## src/rtl/dmem_arbiter.sv

```systemverilog
// Data-memory arbiter between the CPU MEM stage and a debug/host port.
// The CPU normally wins; a debug request that waits too long is forced ahead for one cycle.
module dmem_arbiter #(
  parameter int unsigned ADDR_W       = 8,
  parameter int unsigned DATA_W       = 8,
  parameter int unsigned DBG_MAX_WAIT = 4
) (
  input  logic              Clk,
  input  logic              Rst_n,
  input  logic              Cpu_req,
  input  logic              Cpu_we,
  input  logic [ADDR_W-1:0] Cpu_addr,
  input  logic [DATA_W-1:0] Cpu_wdata,
  output logic              Cpu_stall,
  output logic [DATA_W-1:0] Cpu_rdata,
  output logic              Cpu_rvalid,
  input  logic              Dbg_req,
  input  logic              Dbg_we,
  input  logic [ADDR_W-1:0] Dbg_addr,
  input  logic [DATA_W-1:0] Dbg_wdata,
  output logic              Dbg_gnt,
  output logic [DATA_W-1:0] Dbg_rdata,
  output logic              Dbg_rvalid,
  output logic              Mem_en,
  output logic              Mem_we,
  output logic [ADDR_W-1:0] Mem_addr,
  output logic [DATA_W-1:0] Mem_wdata,
  input  logic [DATA_W-1:0] Mem_rdata,
  input  logic              Stall_clr,
  output logic [15:0]       Stall_cnt
);

  localparam logic [3:0] MaxWait = 4'(DBG_MAX_WAIT);

  logic [3:0]  wait_cnt_q, wait_cnt_d;
  logic [15:0] stall_cnt_q, stall_cnt_d;
  logic        cpu_rvalid_q, cpu_rvalid_d;
  logic        dbg_rvalid_q, dbg_rvalid_d;
  logic        cpu_grant, dbg_grant;

  // Grants are gated by Rst_n so nothing reaches memory while reset is held.
  always_comb begin
    dbg_grant = Rst_n && Dbg_req && (!Cpu_req || (wait_cnt_q >= MaxWait));
    cpu_grant = Rst_n && Cpu_req && !dbg_grant;
  end

  always_comb begin
    wait_cnt_d = wait_cnt_q;
    if (!Dbg_req || dbg_grant) begin
      wait_cnt_d = 4'd0;
    end else if (wait_cnt_q < MaxWait) begin
      wait_cnt_d = wait_cnt_q + 4'd1;
    end
  end

  always_comb begin
    stall_cnt_d = stall_cnt_q;
    if (Stall_clr) begin
      stall_cnt_d = 16'd0;
    end else if (Cpu_stall && (stall_cnt_q != 16'hFFFF)) begin
      stall_cnt_d = stall_cnt_q + 16'd1;
    end
  end

  always_comb begin
    cpu_rvalid_d = cpu_grant && !Cpu_we;
    dbg_rvalid_d = dbg_grant && !Dbg_we;
  end

  always_ff @(posedge Clk or negedge Rst_n) begin
    if (!Rst_n) begin
      wait_cnt_q   <= 4'd0;
      stall_cnt_q  <= 16'd0;
      cpu_rvalid_q <= 1'b0;
      dbg_rvalid_q <= 1'b0;
    end else begin
      wait_cnt_q   <= wait_cnt_d;
      stall_cnt_q  <= stall_cnt_d;
      cpu_rvalid_q <= cpu_rvalid_d;
      dbg_rvalid_q <= dbg_rvalid_d;
    end
  end

  always_comb begin
    Mem_en    = 1'b0;
    Mem_we    = 1'b0;
    Mem_addr  = '0;
    Mem_wdata = '0;
    if (dbg_grant) begin
      Mem_en    = 1'b1;
      Mem_we    = Dbg_we;
      Mem_addr  = Dbg_addr;
      Mem_wdata = Dbg_wdata;
    end else if (cpu_grant) begin
      Mem_en    = 1'b1;
      Mem_we    = Cpu_we;
      Mem_addr  = Cpu_addr;
      Mem_wdata = Cpu_wdata;
    end
  end

  always_comb begin
    Cpu_stall  = Cpu_req && !cpu_grant;
    Dbg_gnt    = dbg_grant;
    Cpu_rdata  = Mem_rdata;
    Dbg_rdata  = Mem_rdata;
    Cpu_rvalid = cpu_rvalid_q;
    Dbg_rvalid = dbg_rvalid_q;
    Stall_cnt  = stall_cnt_q;
  end

endmodule

```

## config.mk

```make
export PLATFORM = sky130hd
export DESIGN_NAME = dmem_arbiter
export DESIGN_NICKNAME = d
export VERILOG_FILES = /design/src/rtl/dmem_arbiter.sv
export SDC_FILE = /design/constraint.sdc
export NUM_CORES = 1
export LEC_CHECK = 0
export CORE_AREA = 3 3 70 72
export DETAILED_ROUTE_END_ITERATION = 7
export DIE_AREA = 0 0 73 75
export HOLD_SLACK_MARGIN = 0.12
export PLACE_DENSITY_LB_ADDON = 0.15
export SLEW_MARGIN = 20
export SYNTH_ARGS = -nofsm -noshare
export SYNTH_HDL_FRONTEND = slang
export SYNTH_SLANG_ARGS = --single-unit
```

## constraint.sdc

```tcl
create_clock -name Clk -period 2 [get_ports Clk]
set_input_delay 0.2 -clock Clk [delete_from_list [all_inputs] [get_ports Clk]]
set_output_delay 0.2 -clock Clk [all_outputs]
set_load 0.01 [all_outputs]
```

==> results of run 1 <==
[per-layer routing]
metal,GRT usage,share of wire,wire (um),up-vias
met5,0,0,0,-
met4,0.0471,0.011,50,0
met3,0.0534,0.083,373,10
met2,0.304,0.51,2290,86
met1,0.193,0.40,1780,732
li1,-,-,-,794
[worst register-to-register path, cell delays in order, from the launching register on]
cell and delay, ns:
dfrtp_1 0.49, and4_1 0.29, nand2_1 0.11, nor4_1 0.30
mux2_2 0.37
[logic make-up (layout without fill, tap and decap cells)]
family | count (synthesis) | count (layout) | share of synthesized area
fa+ha+maj | 2 | 2 | 0.0164
buf+inv | 29 | 109 | 0.116
simple gates | 56 | 56 | 0.214
xor+xnor | 1 | 1 | 0.00573
compound gates | 58 | 58 | 0.273
flops | 22 | 22 | 0.360
mux | 2 | 2 | 0.0139
[state kept, by name, summed over array words and instances (netlist names)]
| register | flops |
|---|---|
| Stall_cnt | 16 |
| Cpu_rvalid | 1 |
| wait_cnt_q | 4 |
| Dbg_rvalid | 1 |
[layout by cell type, fill, tap and decap left out, types with 3 or more instances in the layout]
master and n:
a21oi_1 14, a22o_1 16, buf_4 18, buf_6 3, clkbuf_8 4, clkdlybuf4s50_1 57, dfrtp_1 22, dlygate4sd2_1 17
inv_1 6, nand2_1 11, nand3_1 5, nand4_1 4, nor2_1 8, nor3_1 3, nor4_1 3, o21ai_0 7
o31ai_1 6, or3_1 4, or4_1 5
[power by group through the flow]
stage,logic (mW),registers [mW],clock network (mW)
floorplan,0.111,0.472,0
global placement,0.259,0.468,0
detailed placement,0.259,0.469,0
CTS,0.249,0.460,0.330
global route,0.274,0.461,0.355
finish,0.250,0.460,0.322
[cell type report]
type	count	area, um2
Fill cell	400	1910
Timing Repair Buffer	99	933
Multi-Input combinational cell	119	820
Sequential cell	22	551
Tap cell	52	65.1
Clock buffer	4	55.1
Inverter	6	22.5
[repair_timing]
item	4_1_cts	5_1_grt
endpoints found under the hold margin	0	22
endpoints found under the setup margin	18	19
hold buffers	0	2
gates resized for setup	22	5
cloned	1	0
[how the worst max path moves through the flow]
stage             startpoint           end  slack (ns)  cells past startpoint
2_1_floorplan   Stall_cnt[0]  Stall_cnt[6]        0.27                      5
3_3_place_gp           Rst_n   Mem_addr[5]       -0.16                      6
3_5_place_dp           Rst_n   Mem_addr[5]       -0.16                      6
4_1_cts                Rst_n       Dbg_gnt        0.01                      5
5_1_grt        wait_cnt_q[3]   Mem_addr[5]       0.008                      6
6_report             Dbg_req   Mem_addr[6]        0.13                      7
[through the flow]
step / util / hold slack [ns] / setup TNS, ns / power [mW]
after detailed placement: 0.540 / 0.400 / -2.23 / 0.728
final: 0.562 / 0.355 / 0 / 1.03
after global placement: 0.540 / 0.400 / -2.02 / 0.727
after floorplan: - / -0.0956 / 0 / 0.583
after CTS: 0.552 / 0.340 / 0 / 1.04
after global routing: 0.562 / 0.382 / 0 / 1.09
==> out/summary.txt, run 1 <==
First-pass GRT wire length: 7310 um
Max IR drop VDD: 0.249 mV
End of the worst register-to-register path: Stall_cnt[15]
H-Tree Depth: 1
Static Leak: 1.06 nW
Placed Cells incl. Taps: 295
Initial antenna violation count: 0
Reg2reg start: Stall_cnt[8]
CP Launch Type: input pin
Top Family by Delay on Critical Path: buffers and inverters
# diodes: 0
Synthesized instance count: 170
Final setup vio count: 0
DIE AREA: 5480 um2
Clk pwr share: 0.312
Pins Over Slew Limit: 0
Std-Cell Rows: 24
Post-DP HPWL: 3500 um
Max frequency: 0.535 GHz
Period utilization: 0.935
Int Pwr: 0.779 mW
Data arrival, critical path: 1.67 ns
CTS buffer count: 3
Final #Nets: 300
Slowest stage cell, crit path: clkdlybuf4s50_1
Critical path type: input pin to output pin
Worst Min Path Start: Rst_n
Initial DRC Count: 72
Number of port buffers: 76
Worst Skew: 0.00526 ns
Synth top area share: 0.360
RSZ-0062 raised after global routing: false
Routability cong.: 0.741
Cell Chain, Critical Path: clkdlybuf4s50_1 -> nand2_1 -> a21oi_4 -> nor2_1 -> buf_6 -> a22o_1 -> dlygate4sd2_1
Layout cells sized above 1: 0.132
Pre-CTS setup slack: -0.156 ns
Syn avg cell area: 8.99 um2
Total number of vias: 1622
MaxCap Viol Count: 0
WP buf/inv: 3
Core area: 4350 um2
CTS tree: done
Clock tree sinks: 22
Seq/Total Area, Yosys: 0.360
Cell Count, Final, Fillers Out: 302
Min Tclk post-route: 1.87 ns
Clock root cell: clkbuf_8
Via density: 5.37
Cell type with the largest total area after synthesis: dfrtp_1
Final Hold Vio Count: 0
Total grt overflow: 0
Worst slew margin: 0.636
Final setup margin: 0.131 ns
DRC: 0
Initial core utilization: 0.351
Die Y: 75 um
Sequential fraction of design power: 0.445
Die X: 73 um
Worst-path clk slew: 0.08 ns
Most frequent cells after synthesis: 22 x dfrtp_1, 16 x a22o_1, 16 x buf_4
Worst Path Max Fanout: 16
Clk buf depth: 2
Final ANT Viol Nets: 0
DP Area: 2350 um2
Avg WL per Cell: 14.9 um
Setup slack, reg-to-reg: 0.32 ns
Hold depth: 4
Area growth syn-to-layout: 60.0%
IO Count: 101
Switch Pwr: 0.254 mW
Drt pass-1 iters: 4
Most frequent cell after synthesis: dfrtp_1
Crit path capture type: output pin
Finished Cell Area: 2450 um2
CP peak stage delay: 0.48 ns
Clock insertion delay at the later pin of the skew report: 0.26 ns
Switching share of total power: 0.246
WL final: 4490 um
Async S/R FF share, synth: 1.00
PD cells: 422 nW/um2
CP Data Required Time: 1.80 ns
Worst Tran Pin Value: 0.544 ns
WHS Endpoint: Cpu_rvalid
Post-CTS Setup Bufs: 0
Netlist cell types: 42
Worst Reg-to-Reg Cells: 4
Comb power frac: 0.242
Vias in the first global route: 1590
Dominant synthesized flop cell: dfrtp_1
Worst hold path class: input pin to flip-flop
Net Count, Synth: 219
Status: finished, final reports clean
Largest net degree at the start of global routing: 18
Yosys warning total: 0
Largest cells by area after synthesis: dfrtp_1 36%, a22o_1 9.2%, buf_4 7.9%
Post-synth EDFFs: 0
GRT Overall Usage: 0.169
Synthesized area: 1530 um2
Seq cells post-synth: 22
(Power assumes the default switching activity.)
==> run 2, diff against run 1 <==
--- a/config.mk
+++ b/config.mk
@@ -6,6 +6,7 @@
 export NUM_CORES = 1
 export LEC_CHECK = 0
 export CORE_AREA = 3 3 70 72
+export CTS_CLUSTER_DIAMETER = 100
 export DETAILED_ROUTE_END_ITERATION = 7
 export DIE_AREA = 0 0 73 75
 export HOLD_SLACK_MARGIN = 0.12
==> results of run 2 <==
The final DEF is identical to that of run 1; final timing and power are the same.
==> run 3, diff against run 2 <==
--- a/config.mk
+++ b/config.mk
@@ -15,3 +15,4 @@
 export SYNTH_ARGS = -nofsm -noshare
 export SYNTH_HDL_FRONTEND = slang
 export SYNTH_SLANG_ARGS = --single-unit
+export TNS_END_PERCENT = 20
==> run 3 against run 2 <==
Against the previous run:
- global-route usage shrank 0.48 points
- power barely moved
- utilization increased by 0.40 points
==> out/summary.txt, run 3 (synthesis gave the netlist of run 1 again) <==
First-pass GRT wire length: 7130 um (was 7310 um)
Final Hold Vio Count: 0 (unchanged)
Vias in the first global route: 1565 (was 1590)
Met3 usage: 0.0534 (unchanged)
IO Count: 101 (unchanged)
Max frequency: 0.529 GHz (was 0.535 GHz)
Number of flip-flops in the largest register: 16 (unchanged)
Data arrival, critical path: 1.69 ns (was 1.67 ns)
Reg2reg start: Stall_cnt[8] (unchanged)
Std-Cell Rows: 24 (unchanged)
Setup slack, reg-to-reg: 0.32 ns (about the same)
MaxCap Viol Count: 0 (unchanged)
Initial core utilization: 0.351 (unchanged)
Area growth syn-to-layout: 61.1% (was 60.0%)
WL final: 4400 um (was 4490 um)
Total number of vias: 1612 (was 1622)
Worst-path clk slew: 0.08 ns (about the same)
Static Leak: 1.24 nW (was 1.06 nW)
Final setup vio count: 0 (unchanged)
Initial antenna violation count: 0 (unchanged)
Clock root cell: clkbuf_8 (unchanged)
Critical path type: flip-flop to output pin (was input pin to output pin)
Final core utilization: 0.566 (was 0.562)
Initial DRC Count: 79 (was 72)
CP peak stage delay: 0.48 ns (about the same)
Worst Skew: 0.00367 ns (was 0.00526 ns)
Total design power: 1.03 mW (about the same)
CTS Hold Bufs: 0 (unchanged)
PD cells: 419 nW/um2 (was 422 nW/um2)
Die Y: 75 um (unchanged)
Hold slack: 0.341 ns (was 0.355 ns)
Cts repair resizes: 1 (was 22)
DRC: 0 (unchanged)
Most common cell after layout, fill and taps aside: clkdlybuf4s50_1 (unchanged)
DIE AREA: 5480 um2 (unchanged)
Worst slew margin: 0.714 (was 0.636)
RSZ-0062 raised after global routing: false (unchanged)
Avg WL per Cell: 14.7 um (was 14.9 um)
Final ANT Viol Nets: 0 (unchanged)
Pins Over Slew Limit: 0 (unchanged)
Cell Chain, Critical Path: buf_4 -> o21ai_4 -> a21o_1 -> inv_1 -> clkdlybuf4s50_1 (was clkdlybuf4s50_1 -> nand2_1 -> a21oi_4 -> nor2_1 -> buf_6 -> a22o_1 -> dlygate4sd2_1)
Routability cong.: 0.741 (unchanged)
Clock insertion delay at the later pin of the skew report: 0.26 ns (about the same)
Fill count: 397 (was 400)
Worst Reg-to-Reg Cells: 4 (unchanged)
Post-DP HPWL: 3500 um (unchanged)
Die X: 73 um (unchanged)
Crit path capture type: output pin (unchanged)
CP Launch Type: flip-flop (was input pin)
Largest net degree at the start of global routing: 23 (was 18)
Total grt overflow: 0 (unchanged)
Pre-CTS setup slack: -0.156 ns (unchanged)
Core area: 4350 um2 (unchanged)
Clock tree sinks: 22 (unchanged)
End of the worst register-to-register path: Stall_cnt[15] (unchanged)
Worst Tran Pin Value: 0.426 ns (was 0.544 ns)
Status: finished, final reports clean (unchanged)
# diodes: 0 (unchanged)
CTS tree: done (unchanged)
GRT busiest layer: met2 (unchanged)
Final setup margin: 0.109 ns (was 0.131 ns)
Worst Path Max Fanout: 4 (was 16)
Met2 usage: 0.296 (was 0.304)
Drt pass-1 iters: 4 (unchanged)
Routing usage on met1: 0.186 (was 0.193)
Worst hold path class: input pin to asynchronous set/reset pin (was input pin to flip-flop)
Min Tclk post-route: 1.89 ns (was 1.87 ns)
Period utilization: 0.946 (was 0.935)
Clk buf depth: 2 (unchanged)
CP Data Required Time: 1.80 ns (about the same)
Layout cells sized above 1: 0.126 (was 0.132)
Post-CTS Setup Bufs: 0 (unchanged)
GRT Overall Usage: 0.164 (was 0.169)
CTS buffer count: 3 (unchanged)
Final #Nets: 297 (was 300)
Via density: 5.39 (was 5.37)
H-Tree Depth: 1 (unchanged)
Slowest stage cell, crit path: clkdlybuf4s50_1 (unchanged)
Most frequent cells in the layout: 58 x clkdlybuf4s50_1, 22 x dfrtp_1, 18 x dlymetal6s2s_1 (was 57 x clkdlybuf4s50_1, 22 x dfrtp_1, 18 x buf_4)
Number of port buffers: 76 (unchanged)
Max IR drop VDD: 0.248 mV (was 0.249 mV)
[run 3: stage by stage]
| step | instance area [um2] | setup TNS [ns] | cells |
|---|---|---|---|
| 6_report | 2460 | 0 | 299 |
| 5_1_grt | 2460 | 0 | 299 |
| 4_1_cts | 2410 | -2.36 | 299 |
| 3_5_place_dp | 2350 | -2.23 | 295 |
| 3_3_place_gp | 2350 | -2.02 | 295 |
| 2_1_floorplan | 1530 | 0 | 170 |
[run 3: how the worst max path moves through the flow]
stage	start	end	slack, ns	depth (start not counted)
2_1_floorplan	Stall_cnt[0]	Stall_cnt[6]	0.27	5
3_3_place_gp	Rst_n	Mem_addr[5]	-0.16	6
3_5_place_dp	Rst_n	Mem_addr[5]	-0.16	6
4_1_cts	Rst_n	Mem_addr[5]	-0.16	6
5_1_grt	wait_cnt_q[3]	Cpu_stall	0.01	5
6_report	wait_cnt_q[3]	Cpu_stall	0.11	5
[run 3: power breakdown]
part | switching [mW] | internal, mW | leakage, nW
clock network | 0.144 | 0.175 | 0.0288
logic | 0.0978 | 0.155 | 0.906
registers | 0.00568 | 0.454 | 0.304
[run 3: cell type report]
type	instances	area, um2	area share
Tap cell	52	65.1	0.0264
Multi-Input combinational cell	119	803	0.326
Inverter	6	22.5	0.00914
Clock buffer	4	55.1	0.0223
Sequential cell	22	551	0.223
Timing Repair Buffer	96	967	0.393
[run 3: routing by layer]
| metal | part of all wire | wire (um) | vias up |
|---|---|---|---|
| li1 | - | - | 788 |
| met1 | 0.40 | 1740 | 738 |
| met2 | 0.51 | 2260 | 76 |
| met3 | 0.079 | 348 | 10 |
| met4 | 0.012 | 51 | 0 |
| met5 | 0 | 0 | - |
[run 3: worst max-delay path: cells and delay by family, from the launching register on]
family | cells | cell delay, ns
DFF | 1 | 0.39
AOI/OAI and AO/OA | 2 | 0.34
buffers and inverters | 3 | 0.70
